$ cat src/rtl/core8_oci_pkg.sv
// core8_oci_pkg: shared widths, atom codes and FSM states for the OCI DCT trace packer
package core8_oci_pkg;
  localparam int DCT_ATOM_W = 2;
  localparam int DCT_DEPTH = 15;
  localparam int DCT_BUF_W = DCT_ATOM_W * DCT_DEPTH;
  localparam int DCT_CNT_W = 4;
  localparam int DCT_IDLE_CYCLES = 64;
  typedef enum logic [DCT_ATOM_W-1:0] {
    ATOM_NT  = 2'b00,
    ATOM_TK  = 2'b01,
    ATOM_EXC = 2'b10,
    ATOM_IND = 2'b11
  } atom_e;
  typedef enum logic [1:0] {
    ST_RUN,
    ST_DRAIN,
    ST_ENDED
  } state_e;
endpackage

$ cat src/rtl/core8_oci_dct_slot.sv
// core8_oci_dct_slot: one-entry valid/ready output register holding a packed DCT word and its count
module core8_oci_dct_slot
  import core8_oci_pkg::*;
(
  input  logic                 clk,
  input  logic                 reset,
  input  logic                 load,
  input  logic [DCT_BUF_W-1:0] load_buf,
  input  logic [DCT_CNT_W-1:0] load_cnt,
  input  logic                 ready,
  output logic                 free,
  output logic                 valid,
  output logic [DCT_BUF_W-1:0] buffer,
  output logic [DCT_CNT_W-1:0] count
);
  logic                 valid_d, valid_q;
  logic [DCT_BUF_W-1:0] buf_d, buf_q;
  logic [DCT_CNT_W-1:0] cnt_d, cnt_q;
  always_comb begin
    valid_d = load | (valid_q & ~ready);
    buf_d = load ? load_buf : buf_q;
    cnt_d = load ? load_cnt : cnt_q;
  end
  always_ff @(posedge clk) begin
    if (reset) begin
      valid_q <= 1'b0;
      buf_q <= '0;
      cnt_q <= '0;
    end else begin
      valid_q <= valid_d;
      buf_q <= buf_d;
      cnt_q <= cnt_d;
    end
  end
  assign free = ~valid_q | ready;
  assign valid = valid_q;
  assign buffer = buf_q;
  assign count = cnt_q;
endmodule

$ cat src/rtl/core8_cpu_1_oci_dct_packer.sv
// core8_cpu_1_oci_dct_packer: packs 2-bit DCT atoms into 15-atom words with end-of-test drain; CORE8_DCT_IDLE_FLUSH_EN adds an idle-timeout flush
module core8_cpu_1_oci_dct_packer
  import core8_oci_pkg::*;
(
  input  logic                  clk,
  input  logic                  reset,
  input  logic                  atom_valid,
  input  logic [DCT_ATOM_W-1:0] atom,
  input  logic                  flush,
  input  logic                  end_req,
  input  logic                  dct_ready,
  output logic [DCT_BUF_W-1:0]  dct_buffer,
  output logic [DCT_CNT_W-1:0]  dct_count,
  output logic                  dct_valid,
  output logic                  overflow,
  output logic                  test_ending,
  output logic                  test_has_ended
);
  state_e               state_q, state_d;
  logic [DCT_BUF_W-1:0] acc_q, acc_d, acc_base;
  logic [DCT_CNT_W-1:0] acc_cnt_q, acc_cnt_d, cnt_base;
  logic                 flush_pend_q, flush_pend_d;
  logic                 overflow_q, overflow_d;
  logic                 ending_q, ending_d, ended_q, ended_d;
  logic                 slot_free, run, full, flush_eff, xfer, accept, idle_hit;
`ifdef CORE8_DCT_IDLE_FLUSH_EN
  localparam int IDLE_W = $clog2(DCT_IDLE_CYCLES + 1);
  logic [IDLE_W-1:0] idle_q, idle_d;
  assign idle_hit = idle_q == IDLE_W'(DCT_IDLE_CYCLES);
  always_comb idle_d = (atom_valid || idle_hit || acc_cnt_q == '0) ? '0 : idle_q + IDLE_W'(1);
  always_ff @(posedge clk) idle_q <= reset ? '0 : idle_d;
`else
  assign idle_hit = 1'b0;
`endif
  always_comb begin
    run = state_q == ST_RUN;
    full = acc_cnt_q == DCT_CNT_W'(DCT_DEPTH);
    flush_eff = flush_pend_q | flush | idle_hit;
    xfer = slot_free & (full | ((flush_eff | state_q == ST_DRAIN) & acc_cnt_q != '0));
    accept = run & atom_valid & (~full | xfer);
    acc_base = xfer ? '0 : acc_q;
    cnt_base = xfer ? '0 : acc_cnt_q;
    acc_d = accept ? {acc_base[DCT_BUF_W-DCT_ATOM_W-1:0], atom} : acc_base;
    acc_cnt_d = cnt_base + DCT_CNT_W'(accept);
    flush_pend_d = ~xfer & (acc_cnt_q != '0) & flush_eff;
    overflow_d = overflow_q | (run & atom_valid & full & ~slot_free);
    state_d = (run && end_req) ? ST_DRAIN :
              (state_q == ST_DRAIN && acc_cnt_q == '0 && !dct_valid) ? ST_ENDED : state_q;
    ending_d = state_q != ST_RUN;
    ended_d = state_q == ST_ENDED;
  end
  always_ff @(posedge clk) begin
    if (reset) begin
      state_q <= ST_RUN;
      acc_q <= '0;
      acc_cnt_q <= '0;
      flush_pend_q <= 1'b0;
      overflow_q <= 1'b0;
      ending_q <= 1'b0;
      ended_q <= 1'b0;
    end else begin
      state_q <= state_d;
      acc_q <= acc_d;
      acc_cnt_q <= acc_cnt_d;
      flush_pend_q <= flush_pend_d;
      overflow_q <= overflow_d;
      ending_q <= ending_d;
      ended_q <= ended_d;
    end
  end
  core8_oci_dct_slot u_slot (
    .clk      (clk),
    .reset    (reset),
    .load     (xfer),
    .load_buf (acc_q),
    .load_cnt (acc_cnt_q),
    .ready    (dct_ready),
    .free     (slot_free),
    .valid    (dct_valid),
    .buffer   (dct_buffer),
    .count    (dct_count)
  );
  assign overflow = overflow_q;
  assign test_ending = ending_q;
  assign test_has_ended = ended_q;
endmodule

$ cat config.mk
export PLATFORM = sky130hd
export DESIGN_NAME = core8_cpu_1_oci_dct_packer
export DESIGN_NICKNAME = d
export VERILOG_FILES = /design/src/rtl/core8_oci_pkg.sv /design/src/rtl/core8_oci_dct_slot.sv /design/src/rtl/core8_cpu_1_oci_dct_packer.sv
export SDC_FILE = /design/constraint.sdc
export NUM_CORES = 1
export LEC_CHECK = 0
export CORE_MARGIN = 3
export CORE_UTILIZATION = 48
export CTS_CLUSTER_DIAMETER = 120
export CTS_CLUSTER_SIZE = 12
export DETAILED_ROUTE_END_ITERATION = 8
export PLACE_DENSITY = 0.7
export SYNTH_ARGS = -nofsm -noshare
export SYNTH_HDL_FRONTEND = slang
export SYNTH_SLANG_ARGS = --single-unit
export TNS_END_PERCENT = 20
$ cat constraint.sdc
create_clock -name clk -period 6.16 [get_ports clk]
set_clock_uncertainty 0.2 [all_clocks]
set_input_delay 0.616 -clock clk [delete_from_list [all_inputs] [get_ports clk]]
set_output_delay 0.616 -clock clk [all_outputs]
set_load 0.01 [all_outputs]
== Word-level counts from Yosys, hierarchy flattened ==
Cells that the tools add are included.
Operators by class
  $add $sub $neg: 1
  equal/unequal tests: 3
  multiplexer cells: 5
  bitwise logic cells: 21
  reduce and logical (&&, ||, !) cells: 11
Operators by type and width (count)
  $mux W30: 2
  $and A1 B1 Y1: 9
  $or A1 B1 Y1: 7
  $reduce_bool A2 Y1: 3
  $not A1 Y1: 5
  $add A4 B1 Y4: 1
  $eq A4 B4 Y1 const B: 1
  $logic_not A4 Y1: 1
  $mux W4: 1
  $reduce_bool A4 Y1: 1
  $logic_and A1 B1 Y1: 3
  $eq A2 B1 Y1 const B: 1
  $eq A2 B2 Y1 const B: 1
  $logic_not A2 Y1: 1
  $mux W1: 2
  $reduce_or A2 Y1: 1
  $logic_not A1 Y1: 1
Word-level totals
  register bits after elaboration: 75
  bits of input ports: 8
  output and inout port bits: 38
  logic and storage cells: 53

== Longest topological paths before layout ==
  depth after elaboration: 8
  mapped depth: 11
  mapped depth without buffers: 10

== Cells and area by module ==
Synthesis repeated with hierarchy kept, for this count alone.
Unflattened totals
  cells, all modules: 291
  area, all modules: 2781.4 um^2
Modules (own cells, without submodules)
  core8_cpu_1_oci_dct_packer: times used 1, cells each 177, area an instance 1506.4 um^2, sequential area each 800.8 um^2
  core8_oci_dct_slot: times used 1, cells each 114, area an instance 1275.0 um^2, sequential area each 700.7 um^2

== Worst setup path after synthesis ==
No wires, ideal clock.
  kind: input-to-reg
  from: input dct_ready
  to: register acc_cnt_q[2]
  setup time: 0.062 ns
  data arrival time: 2.088 ns
  data required time: 5.898 ns
  setup slack: 3.810 ns
  stages on the path: 10
  buffers on the path: 1
  path through: nand2b_1 o211ai_1 buf_2 inv_2 ha_1 ha_1 inv_1 and3_1 nand3_1 nand3_1
Between the ends
  longest elaborated chain between the ends: 5
  elaborated cells between the ends (all ways): 6
  classes of those cells: add/sub (1); mux (1); bitwise (4)
RTL lines
  from (decl): RTL line core8_cpu_1_oci_dct_packer.sv:11  | input logic dct_ready,
  $or A1 B1 Y1 (*): RTL line core8_oci_dct_slot.sv:35  | assign free = ~valid_q | ready;
  $and A1 B1 Y1 (*): RTL line core8_cpu_1_oci_dct_packer.sv:39  | xfer = slot_free & (full | ((flush_eff | state_q == ST_DRAIN) & acc_cnt_q != '0));
  $or A1 B1 Y1: RTL line core8_cpu_1_oci_dct_packer.sv:40  | accept = run & atom_valid & (~full | xfer);
  $and A1 B1 Y1: RTL line core8_cpu_1_oci_dct_packer.sv:40
  $add A4 B1 Y4 (*): RTL line core8_cpu_1_oci_dct_packer.sv:44  | acc_cnt_d = cnt_base + DCT_CNT_W'(accept);
  to (signal assigned): RTL line core8_cpu_1_oci_dct_packer.sv:64  | acc_cnt_q <= acc_cnt_d;
  to (decl): RTL line core8_cpu_1_oci_dct_packer.sv:21  | logic [DCT_CNT_W-1:0] acc_cnt_q, acc_cnt_d, cnt_base;
Mark *: on every way between the ends. The rest lies on a longest branch, timed or not.
A chain may end at the register's enable or synchronous reset.

== Worst setup path after layout ==
Ends and elaborated chain as after synthesis.

==> out/metrics.cfg <==
[status]
status=finished, final reports clean

[logic_synthesis]
ys_ff_latch=75
yosys.area.top_type_share_pct=48.2
netlist_area_sq_mm=0.00312
synth_common_cells=dfxtp_1 (75), mux2i_1 (62), nand2_1 (36), nand2b_1 (33), nor3_2 (20)
synth_flop_cell=dfxtp_1
yosysMostFrequentCell=dfxtp_1
synth_area_leaders=dfxtp_1 (48%), mux2i_1 (20%), nand2b_1 (6.6%)
yosys.cell_types.count=32
netlist_instances=300
yosysWarnings=0
syn_avg_cell_area_sq_um=10.4
yosys.area.top_type=dfxtp_1
synth_edf_count=0
seq_area_frac_synth_pct=48.2
syn_nets=310
async_flop_share_pct=0

[finish]
final_core_util_pct=62.0
fill_cells=542
drive_above_1_share_pct=12.9
antenna_cells=0
synthToLayoutAreaGrowth_pct=21.3
nets=347

[routing]
post_drt_wl_per_cell_um=12.8
firstDrtPassIters=3
wl_um=5320
via_count=2086
drt_first_iter_violations=98
via_per_inst=5.00
drc=0
ant_nets=0

[placement]
io_buffers=45
place.gp.congestion=0.709
hpwl_um=3220

[setup_path]
endpoint_kind=flip-flop
arrival_ps=2860
crit_type=in -> reg
start_kind=input port
critPathMaxFanout=31
required_ps=6230

[timing]
max-slew-margin-rel_pct=26.6
grt_setup_unrepaired=no
fin_crit_ps=2780
finalSetupViolCount=0
slew_viol_final=0
whs_ps=258
fmax_mhz=359
setup_tns_ps=0
fin_crit_sh_pct=45.2
tightestPinTransition_ps=1100
hold_viol_final=0

[clock_network]
cts_buffer_depth=2
h-tree-depth=3
cts_tree=done
cts.repair.resized=0
root_buffer=clkbuf_8
clkLatencyLatePin_ps=340
postCtsSetupRepairBufs=0
clkSlewWorstSetupHoldPaths_ps=70
cts_hold_buf=0
numCtsBuffers=9
cts.sinks=75

[power]
power.leakage_nw=1.42
total_power_mw=1.06
power_density_mw_per_mm2=279
peakVddDrop_mv=0.190

[grt]
grt_antenna_before_repair=0
grt_pass1_wl_um=9380
gr-total-overflow=0
grt_max_degree=76
grt_usage_pct=15.8
grt_pass1_vias=2039

[die]
die_area_sq_mm=0.00750
rows=28
fp.dieH_um=86.6
core_sq_mm=0.00610
die_w_um=86.6
pin_count=46
initial_core_util_pct=51.1

[hold_path]
hold_path_class=reg -> reg

[run]
maxCapViolations=0

final cells by class:
class                      instances  area [sq um]  share of cell area, %
clock buffer                      15           176                   4.67
multi-input combinational        199          1500                   39.6
timing repair buffer              48           468                   12.4
clock inverter                     1          30.0                  0.794
inverter                           4          15.0                  0.397
tap                               75          93.8                   2.48
sequential                        75          1500                   39.7
state kept, by name, summed over array words and instances, names as in the netlist:
signal and count:
acc_cnt_q 4, u_slot.valid 1, flush_pend_q 1, u_slot.buffer 30, overflow 1, test_ending 1, acc_q 30, u_slot.count 4
state_q 2, test_has_ended 1
routing by layer:
layer	GRT usage (%)	vias to the layer above	wire (um)
met4	6.37	0	86
met5	0	-	0
met2	24.7	30	2400
met3	5.42	7	192
li1	-	1093	-
met1	20.1	956	2640
worst max-delay path: stages:
cell and delay, ps:
clkdlybuf4s50_1 410, nand2b_1 180, o211ai_1 160, buf_4 460, inv_2 100, ha_1 230
ha_1 170, inv_1 100, and3_1 180, nand3_1 100, nand3_1 110
cells by family after synthesis:
| group | Yosys count | share of synthesized area [%] |
|---|---|---|
| and+or+nand+nor | 121 | 23.3 |
| AOI/OAI and AO/OA | 13 | 3.45 |
| muxes | 62 | 19.9 |
| xor gates and xnor gates | 1 | 0.281 |
| DFF | 75 | 48.2 |
| buffers and inverters | 26 | 4.09 |
| adders and majority gates | 2 | 0.803 |
per-stage QoR:
stage / instance area [sq um] / std cells / worst slack [ps]
after floorplan: 3120 / 300 / 3810
after global routing: 3780 / 417 / 3200
after global placement: 3570 / 401 / 3160
after detailed placement: 3570 / 401 / 3110
final: 3780 / 417 / 3380
after CTS: 3780 / 417 / 3410
cells in the final DEF (no fill, tap or decap):
cell | Yosys | routed
nand4_1 | 1 | 1
or3b_2 | 2 | 2
a2111o_1 | 1 | 1
nand2_1 | 36 | 36
nand3_1 | 3 | 3
buf_2 | 6 | 1
nor3_2 | 20 | 20
nand4_2 | 1 | 1
a21oi_1 | 2 | 2
o211ai_1 | 1 | 1
nand2b_1 | 33 | 33
clkbuf_1 | 12 | 3
xor2_1 | 1 | 1
mux2i_1 | 62 | 62
buf_4 | 0 | 3
or4_4 | 1 | 1
and3_1 | 1 | 1
inv_2 | 1 | 1
o31ai_4 | 1 | 1
o21ai_0 | 1 | 1
bufinv_16 | 0 | 1
ha_1 | 2 | 2
o31ai_1 | 2 | 2
nor2b_1 | 6 | 6
nor3_1 | 11 | 11
dfxtp_1 | 75 | 75
inv_1 | 3 | 3
nor2_1 | 6 | 6
a211oi_1 | 1 | 1
clkdlybuf4s50_1 | 0 | 44
o31a_1 | 1 | 1
clkbuf_8 | 0 | 12
a31oi_1 | 2 | 2
a21oi_4 | 0 | 1
worst paths after layout:
path,from,endpoint,slack [ps],cells past startpoint
worst max-delay path,dct_ready,acc_cnt_q[2],3380,11
worst min-delay path,u_slot.buffer[7],u_slot.buffer[7],260,2
worst max register to register,acc_cnt_q[2],acc_cnt_q[2],3500,10
worst min register to register,u_slot.buffer[7],u_slot.buffer[7],260,2
power by group:
part	internal [mW]	total [mW]	switching [mW]	leakage [nW]
Combinational	0.0674	0.162	0.0942	0.707
Clock	0.221	0.388	0.166	0.104
Sequential	0.496	0.506	0.00945	0.605
No activity file was read; power rests on OpenSTA's default activity.
